### src/rtl/tcp_vlg_rtx_sched.sv
// rtl/tcp_vlg_rtx_sched.sv - TCP retransmission scheduler (fast retransmit + RTO with backoff)
//
// Purpose:
//   Decides when, and from which sequence number, the transmit path must
//   resend unacknowledged data. Two triggers feed it: a rising edge of the
//   duplicate-ACK detector output (fast retransmit, once per ACK advance) and
//   an RTO timer counted in tick strobes with exponential backoff. One request
//   at a time is handed to the TX path over rtx_req/rtx_ack.
//
// Ports:
//   clk, rst        clock, synchronous active-high reset
//   connected       connection established
//   loc_seq         next local sequence number to send
//   rem_ack         highest acknowledgment received
//   dup_det         duplicate-ACK threshold level from the detector
//   dup_ack         sequence number reported as duplicated
//   tick            single-cycle timebase strobe
//   rtx_req         retransmit request (registered)
//   rtx_seq         retransmit start sequence, stable while rtx_req=1
//   rtx_fast        1: fast retransmit, 0: timeout retransmit
//   rtx_ack         TX path accepted the request
//   rtx_fail        retransmit limit exhausted, abort the connection
//   backoff         current backoff exponent

module tcp_vlg_rtx_sched #(
  parameter int unsigned RTO_TICKS   = 1000,
  parameter int unsigned MAX_BACKOFF = 6,
  parameter int unsigned MAX_RTX     = 8,
  parameter int unsigned VERBOSE     = 0,
  parameter              DUT_STRING  = ""
) (
  input  logic                               clk,
  input  logic                               rst,
  input  logic                               connected,
  input  logic [31:0]                        loc_seq,
  input  logic [31:0]                        rem_ack,
  input  logic                               dup_det,
  input  logic [31:0]                        dup_ack,
  input  logic                               tick,
  output logic                               rtx_req,
  output logic [31:0]                        rtx_seq,
  output logic                               rtx_fast,
  input  logic                               rtx_ack,
  output logic                               rtx_fail,
  output logic [$clog2(MAX_BACKOFF+1)-1:0]   backoff
);

  localparam int BW = $clog2(MAX_BACKOFF + 1);
  localparam int CW = $clog2(MAX_RTX + 1);
  localparam int TW = $clog2(RTO_TICKS << MAX_BACKOFF) + 1;

  // Message hooks are simulation-only; nothing is generated in hardware.
  if ((VERBOSE != 0) && ($bits(DUT_STRING) > 0)) begin : g_verbose
  end

  typedef enum logic [1:0] {
    S_IDLE  = 2'd0,
    S_ARMED = 2'd1,
    S_REQ   = 2'd2,
    S_FAIL  = 2'd3
  } state_t;

  state_t          state, state_nxt;
  logic [TW-1:0]   timer, timer_nxt;
  logic [BW-1:0]   backoff_nxt;
  logic [CW-1:0]   rtx_cnt, cnt_nxt;
  logic            fast_lock, lock_nxt;
  logic [31:0]     seq_nxt;
  logic            fast_nxt;
  logic [31:0]     ack_q;
  logic            dup_q;

  logic            outstanding;
  logic            new_ack;
  logic            dup_edge;
  logic [TW-1:0]   rto_lim;
  logic            timeout;

  assign outstanding = connected && (loc_seq != rem_ack);
  assign new_ack     = (rem_ack != ack_q);
  assign dup_edge    = dup_det && !dup_q;

  // Current timeout is RTO_TICKS << backoff; the timer never passes
  // rto_lim-1 because the timeout tick clears it.
  assign rto_lim = TW'(RTO_TICKS) << backoff;
  assign timeout = tick && (timer == (rto_lim - TW'(1)));

  always_comb begin
    state_nxt   = state;
    timer_nxt   = timer;
    backoff_nxt = backoff;
    cnt_nxt     = rtx_cnt;
    lock_nxt    = fast_lock;
    seq_nxt     = rtx_seq;
    fast_nxt    = rtx_fast;

    case (state)
      S_IDLE: begin
        if (outstanding) begin
          state_nxt   = S_ARMED;
          timer_nxt   = '0;
          backoff_nxt = '0;
          cnt_nxt     = '0;
          lock_nxt    = 1'b0;
        end
      end

      S_ARMED: begin
        if (!outstanding) begin
          state_nxt   = S_IDLE;
          timer_nxt   = '0;
          backoff_nxt = '0;
          cnt_nxt     = '0;
          lock_nxt    = 1'b0;
        end else if (new_ack) begin
          // ACK progress restarts the whole RTO schedule and re-enables
          // fast retransmit; any coincident timeout or dup edge is dropped.
          timer_nxt   = '0;
          backoff_nxt = '0;
          cnt_nxt     = '0;
          lock_nxt    = 1'b0;
        end else if (timeout) begin
          timer_nxt = '0;
          if (rtx_cnt == CW'(MAX_RTX)) begin
            state_nxt = S_FAIL;
          end else begin
            state_nxt   = S_REQ;
            seq_nxt     = rem_ack;
            fast_nxt    = 1'b0;
            backoff_nxt = (backoff == BW'(MAX_BACKOFF)) ? backoff : backoff + BW'(1);
            cnt_nxt     = rtx_cnt + CW'(1);
            // A dup edge swallowed by the timeout still consumes the
            // fast retransmit for this ACK value.
            if (dup_edge) begin
              lock_nxt = 1'b1;
            end
          end
        end else if (dup_edge && !fast_lock) begin
          state_nxt = S_REQ;
          seq_nxt   = dup_ack;
          fast_nxt  = 1'b1;
          lock_nxt  = 1'b1;
        end else if (tick) begin
          timer_nxt = timer + TW'(1);
        end
      end

      S_REQ: begin
        if (!outstanding) begin
          // Only legal withdrawal of a pending request.
          state_nxt   = S_IDLE;
          timer_nxt   = '0;
          backoff_nxt = '0;
          cnt_nxt     = '0;
          lock_nxt    = 1'b0;
        end else if (rtx_ack) begin
          state_nxt = S_ARMED;
          timer_nxt = '0;
        end
      end

      S_FAIL: begin
        if (!connected) begin
          state_nxt   = S_IDLE;
          timer_nxt   = '0;
          backoff_nxt = '0;
          cnt_nxt     = '0;
          lock_nxt    = 1'b0;
        end
      end

      default: begin
        state_nxt = S_IDLE;
      end
    endcase
  end

  always_ff @(posedge clk) begin
    if (rst) begin
      state     <= S_IDLE;
      timer     <= '0;
      backoff   <= '0;
      rtx_cnt   <= '0;
      fast_lock <= 1'b0;
      rtx_seq   <= '0;
      rtx_fast  <= 1'b0;
      rtx_req   <= 1'b0;
      rtx_fail  <= 1'b0;
      ack_q     <= '0;
      dup_q     <= 1'b0;
    end else begin
      state     <= state_nxt;
      timer     <= timer_nxt;
      backoff   <= backoff_nxt;
      rtx_cnt   <= cnt_nxt;
      fast_lock <= lock_nxt;
      rtx_seq   <= seq_nxt;
      rtx_fast  <= fast_nxt;
      rtx_req   <= (state_nxt == S_REQ);
      rtx_fail  <= (state_nxt == S_FAIL);
      ack_q     <= rem_ack;
      dup_q     <= dup_det;
    end
  end

endmodule

### config.mk
export PLATFORM = sky130hd
export DESIGN_NAME = tcp_vlg_rtx_sched
export DESIGN_NICKNAME = d
export VERILOG_FILES = /design/src/rtl/tcp_vlg_rtx_sched.sv
export SDC_FILE = /design/constraint.sdc
export NUM_CORES = 1
export LEC_CHECK = 0
export BUFFER_PORTS_ARGS = -buffer_cell sky130_fd_sc_hd__buf_2
export CORE_MARGIN = 1
export CORE_UTILIZATION = 54
export DETAILED_ROUTE_END_ITERATION = 7
export PLACE_DENSITY = 0.81
export SYNTH_ARGS = -nofsm -noshare
export SYNTH_HDL_FRONTEND = slang
export SYNTH_SLANG_ARGS = --single-unit
### constraint.sdc
create_clock -name clk -period 5 [get_ports clk]
set_input_delay 0.75 -clock clk [delete_from_list [all_inputs] [get_ports clk]]
set_output_delay 0.75 -clock clk [all_outputs]
set_load 0.05 [all_outputs]
======== Yosys cells after proc, flatten, opt, wreduce, memory -nomap -nowiden ========
Cells that the tools add are included.
operators by class
  divide/modulo/power cells ............... 0
  $lt $le $gt $ge ......................... 0
  reductions and logical operators ........ 13
  bitwise gates (word level) .............. 1
  add/subtract/negate cells ............... 4
  equality and inequality tests ........... 23
  $mul .................................... 0
  multiplexer cells ....................... 52
  shift operators ......................... 1
operators by type and width
  kind                                                count
  2-to-1 mux 17 bit                                   9
  2-to-1 mux 32 bit                                   3
  case mux 17 bit (4 select lines)                    1
  != test 32 bit                                      2
  2-to-1 mux 4 bit                                    7
  != test 5 bit, second input constant                5
  2-to-1 mux 3 bit                                    8
  adder 17 x 1 -> 17 bit, second input constant       1
  equality test 17 bit                                1
  << shifter 10 x 3 -> 17 bit, first input constant   1
  subtractor 17 x 1 -> 17 bit, second input constant  1
  2-to-1 mux 2 bit                                    8
  case mux 4 bit (4 select lines)                     1
  AND reduction 5 bit                                 3
  2-to-1 mux 1 bit                                    12
  != test 4 bit, second input constant                3
  case mux 3 bit (4 select lines)                     1
  AND reduction 6 bit                                 2
  equality test 2 bit, second input constant          4
  != test 2 bit, second input constant                4
  case mux 2 bit (4 select lines)                     1
  adder 4 x 1 -> 4 bit, second input constant         1
  equality test 4 bit, second input constant          1
  logical AND 1 bit                                   4
  other kinds (9)                                     10
word-level totals
  word-level logic and storage cells ...... 105
  register bits ........................... 95
  RAM bits ................................ 0
  memory bits (read-only) ................. 0
  output and inout bits ................... 38
  bits in latches ......................... 0
  input port bits ......................... 102
  memories kept ........................... 0

======== Longest topological paths before layout ========
  depth after elaboration ................. 9
  gate-level depth with buffers ........... 16
  depth with buffers taken out ............ 13

======== Worst setup path after synthesis ========
Ideal clock, no wire load.
  kind .................................... register -> register
  start ................................... register backoff[0]
  end ..................................... register timer[8]
  buffers on the path ..................... 3
  setup slack ............................. 0.807 ns
  data arrival time ....................... 4.122 ns
  cell stages (with the launch flop) ...... 17
  cell sequence ........................... dfxtp_1 > clkbuf_1 > inv_1 > ha_1 > buf_2 > nand2_1 > ha_1 > xor2_1 > and2_1 > o32ai_1 > o2111a_1 > nand4bb_2 > o311a_1 > or2_1 > buf_2 > or4_1 > a21oi_1
between the ends
  word-level cells in the longest chain between the ends .. 8
  elaborated cells between the ends (all ways) .. 11
  classes of those cells .................. add/sub: 1; eq/ne: 3; shift: 1; mux: 4; reduce/logical: 2
RTL lines
  what                              RTL line  text
  start: declaration                45        output logic [$clog2(MAX_BACKOFF+1)-1:0] backoff
  start signal: assignment          194       backoff <= backoff_nxt;
  << shifter 10 x 3 -> 17 bit *     85        assign rto_lim = TW'(RTO_TICKS) << backoff;
  subtractor 17 x 1 -> 17 bit *     86        assign timeout = tick && (timer == (rto_lim - TW'(1)));
  equality test 17 bit *            86
  logical AND 1 bit *               86
  2-to-1 mux 17 bit                 122       end else if (timeout) begin
  2-to-1 mux 17 bit                 115       end else if (new_ack) begin
  2-to-1 mux 17 bit                 109       if (!outstanding) begin
  case mux 17 bit (4 select lines)  97        case (state)
  end signal: assignment            193       timer <= timer_nxt;
  end: declaration                  64        logic [TW-1:0] timer, timer_nxt;
Mark *: on every way between the ends. The rest lies on a longest branch, timed or not.
A chain may end at the register's enable or synchronous reset.

======== Final worst setup path ========
  start ................................... register backoff[1]
  end ..................................... register timer[8]
The elaborated chain is that of the path after synthesis.

==> out/metrics.csv <==
stage,metric,value,unit
floorplan,die outline height,102,µm
yosys,Synth Area in Compound Gates,0.137,
timing,unrepaired setup endpoints after global routing,no,
timing,sum of negative setup slack,0,ps
place,number of I/O port buffers,139,
route,count of vias placed by the detailed router,5045,
yosys,register bit count reported by yosys,95,
route,met3 routed wirelength,766,µm
floorplan,Starting Density,0.556,
worst_setup_path,worst reg-to-reg setup slack,820,ps
yosys,register area share after synthesis,0.350,
floorplan,core area,9770,µm²
yosys,multiplexer fraction of the synthesized cell area,0.0626,
route,drc violations,0,
grt,pin count of the biggest net entering global routing,65,
timing,remaining max-slew budget at the tightest pin,0.655,
floorplan,row count,36,
finish,fin nets,860,
yosys,number of instances in the synthesized netlist,621,
floorplan,die area,10500,µm²
place,global placement routability congestion,0.947,
place,"worst slack, placed",869,ps
route,Via-to-Cell Ratio,5.72,
floorplan,io pins,140,
yosys,Synth Flop Type,sky130_fd_sc_hd__dfxtp_1,
yosys,summed instance area of the synthesized netlist,5430,µm²
clock_network,buffer levels on the longest clock path,2,
worst_setup_path,cell repeated most along the worst path,sky130_fd_sc_hd__ha_1,
grt,antenna violations before repair,0,
yosys,Syn. warnings,0,
clock_network,total of cells resized after clock tree synthesis,0,
clock_network,sinks on the clock net,95,
clock_network,H-tree Lvls,3,
worst_setup_path,type of element launching the critical path,flip-flop,
yosys,Simple-Gate Fraction of Synth Area,0.241,
yosys,proportion of register bits with asynchronous set or reset after synthesis,0,
worst_setup_path,source of the critical timing path,backoff[1]$_SDFFE_PP0P_,
route,DRT antenna net count,0,
pwr,leakage power,2.50,nW
place,sum of net half-perimeters after detailed placement,11100,µm
route,detailed-router iteration count before antenna repair,4,
yosys,proportion of netlist area held by the largest area contributor,0.350,
finish,footprint of the multi-input gates,3350,µm²
hold_path,path class of the lowest-slack min-delay path,reg -> reg,
yosys,number of enable flip-flop cells after synthesis,0,
outcome,outcome,"complete, no violations",
hold_path,Worst Hold Path Cells,2,
job,number of max-cap violations,0,
timing,minimum clock period,4180,ps
clock_network,buffers inserted by post-CTS timing repair,0,
route,met1 layer wirelength in the final routing,6080,µm
grt,vias in the first global route,4705,
clock_network,register clock-pin slew on the reported worst setup and hold paths,90,ps
pwr,Pwr Density,228,nW/µm²
yosys,synthesized area per cell,8.75,µm²
clock_network,Num CTS Buffers,9,
yosys,post-synthesis cell type count,62,
yosys,xor-xnor portion of the synthesized cell area,0.143,
timing,Max Fclk,239,MHz
timing,final worst clock skew,12.7,ps
hold_path,source of the worst hold timing path,rtx_seq[6]$_SDFFE_PP0P_,
route,met2 wire len,7090,µm
timing,worst-case setup margin in the final layout,818,ps
finish,sequential cell area in the final layout,1900,µm²
grt,leftover overflow at the end of global routing,0,
timing,Worst Max-Slew Pin Slew,513,ps
grt,global-route wire length before repair,22900,µm
worst_setup_path,Critical Path Slowest Stage Cell,sky130_fd_sc_hd__o311a_1,
worst_setup_path,crit-path max FO,13,
worst_setup_path,required time at the worst-slack endpoint,5300,ps
grt,total routing usage reported by global routing,0.285,
worst_setup_path,Worst Reg2Reg Path Length in Cells,13,
worst_setup_path,cell chain of the critical path,inv_1 > ha_1 > nand2_1 > ha_1 > xor2_1 > and2_1 > o32ai_1 > o2111a_1 > nand4bb_2 > o311a_1 > or2_1 > or4_1 > a21oi_1,
finish,fraction of final layout cells with drive strength greater than 1,0.234,
clock_network,TritonCTS clock tree,built,
yosys,adder-cell area share of the yosys netlist,0.0299,
finish,area grow syn2layout,18.3,%
worst_setup_path,Worst EP arrival,4480,ps
worst_setup_path,Critical Path End Type,flip-flop,
yosys,leading cell type by number of instances after synthesis,sky130_fd_sc_hd__dfxtp_1,
timing,Tcrit/Tclk final,0.836,
route,detailed-route wire length per cell,16.5,µm
hold_path,Worst Hold Path EP,rtx_seq[6]$_SDFFE_PP0P_,
worst_setup_path,endpoint of the worst register-to-register path,timer[8]$_SDFFE_PP0P_,
floorplan,x dimension of the die,102,µm
route,top layer used by detailed routing,met4,
timing,Final Setup Violations,0,
route,detailed router's first-iteration violation count,228,
clock_network,cell chosen for the clock root,sky130_fd_sc_hd__clkbuf_8,
clock_network,source-to-sink clock delay at the later pin of the worst-skew pair,380,ps
yosys,biggest area consumer among synthesized cells,sky130_fd_sc_hd__dfxtp_1,
timing,Final Max Tran Viols,0,
yosys,leading cell types by total area after synthesis,"sky130_fd_sc_hd__dfxtp_1 (35%), sky130_fd_sc_hd__xor2_1 (7.4%), sky130_fd_sc_hd__xnor2_1 (6.9%), sky130_fd_sc_hd__mux2i_1 (6.3%), sky130_fd_sc_hd__a211oi_1 (4.7%)",
yosys,net count after synthesis,736,
finish,Ant. Diodes,0,
worst_setup_path,CP max stage delay,570,ps
yosys,synth cell count leaders,"sky130_fd_sc_hd__dfxtp_1 (95), sky130_fd_sc_hd__nor2_1 (61), sky130_fd_sc_hd__xor2_1 (46)",
worst_setup_path,class of the most critical setup path,reg -> reg,
finish,final-layout fill cell count,818,
route,Total Routed Length,14600,µm
pwr,Worst IR Drop VDD,0.000210,V
yosys,main combinational cell family by area after synthesis,simple AND/OR/NAND/NOR gates,
timing,number of hold violations in the final report,0,
clock_network,count of hold-fix buffers inserted at cts,0,
worst_setup_path,Crit Reg-Reg Startpoint,backoff[1]$_SDFFE_PP0P_,
worst max-delay path by stage:
stage                       endpoint  slack (ps)  cells past startpoint
3_5_place_dp   timer[8]$_SDFFE_PP0P_         870                     13
4_1_cts        timer[8]$_SDFFE_PP0P_         810                     13
2_1_floorplan  timer[8]$_SDFFE_PP0P_         810                     16
5_1_grt        timer[8]$_SDFFE_PP0P_         570                     13
6_report       timer[8]$_SDFFE_PP0P_         820                     13
3_3_place_gp   timer[8]$_SDFFE_PP0P_        1060                     13
critical path: cells and delay by family (launching register included):
| kind | cells | cell delay, ps |
|---|---|---|
| AO/OA/AOI/OAI | 4 | 1240 |
| XOR/XNOR | 1 | 190 |
| adder cells (fa/ha/maj) | 2 | 680 |
| buffers and inverters | 1 | 140 |
| flip-flops | 1 | 420 |
| AND/OR/NAND/NOR | 5 | 1430 |
report_power, final:
group / total (mW) / switching (mW) / internal, mW
clock: 0.515 / 0.272 / 0.243
sequential: 0.778 / 0.00717 / 0.771
combinational: 0.170 / 0.0942 / 0.0762
total: 1.46 / 0.373 / 1.09
kinds of logic (layout without fill, tap and decap cells):
logic type                 after synthesis  in the layout
muxes                                   34             34
AOI/OAI and AO/OA                      104            104
buffers and inverters                   48            176
adders and majority gates               13             13
DFF                                     95             95
and+or+nand+nor                        238            238
xor gates and xnor gates                89             89
metal layers:
layer  global-route usage  vias up
li1                     -     2476
met1                0.342     2326
met2                0.480      195
met3               0.0547       48
met4                0.159        0
met5                    0        -
layout by cell type, fill, tap and decap left out, types with 7 or more instances in the layout:
| cell type | instances |
|---|---|
| sky130_fd_sc_hd__buf_2 | 139 |
| sky130_fd_sc_hd__dfxtp_1 | 95 |
| sky130_fd_sc_hd__nor2_1 | 61 |
| sky130_fd_sc_hd__xor2_1 | 46 |
| sky130_fd_sc_hd__xnor2_1 | 43 |
| sky130_fd_sc_hd__nor2b_1 | 37 |
| sky130_fd_sc_hd__mux2i_1 | 34 |
| sky130_fd_sc_hd__a211oi_1 | 34 |
| sky130_fd_sc_hd__nand2_1 | 23 |
| sky130_fd_sc_hd__nand4_1 | 22 |
| sky130_fd_sc_hd__nor4_1 | 19 |
| sky130_fd_sc_hd__nand3_1 | 18 |
| sky130_fd_sc_hd__inv_1 | 15 |
| sky130_fd_sc_hd__a21oi_1 | 14 |
| sky130_fd_sc_hd__o21ai_0 | 13 |
| sky130_fd_sc_hd__ha_1 | 13 |
| sky130_fd_sc_hd__clkbuf_8 | 10 |
| sky130_fd_sc_hd__nor3_1 | 8 |
| sky130_fd_sc_hd__or3_1 | 8 |
| sky130_fd_sc_hd__and3_1 | 7 |
through the flow:
stage / cell area [µm²] / instances / power, mW / hold WS (ps) / utilization
2_1_floorplan: 5430 / 621 / 0.881 / 447 / -
3_3_place_gp: 6230 / 867 / 0.959 / 465 / 0.638
3_5_place_dp: 6230 / 867 / 0.965 / 489 / 0.638
4_1_cts: 6430 / 882 / 1.47 / 504 / 0.658
5_1_grt: 6430 / 882 / 1.52 / 527 / 0.658
6_report: 6430 / 882 / 1.46 / 503 / 0.658
state kept, by name (all words and copies together) (netlist names):
name and cells:
rtx_fast 1, fast_lock 1, rtx_req 1, backoff 3
state 2, rtx_fail 1, rtx_cnt 4, rtx_seq 32
dup_q 1, ack_q 32, timer 17
area by class of cell:
type / count / area share
tap: 133 / 0.0259
inverter: 15 / 0.00876
clock buffer: 10 / 0.0214
timing repair buffer: 146 / 0.118
multi-input combinational: 478 / 0.521
clock inverter: 5 / 0.00895
sequential: 95 / 0.296
(Power assumes the default switching activity.)
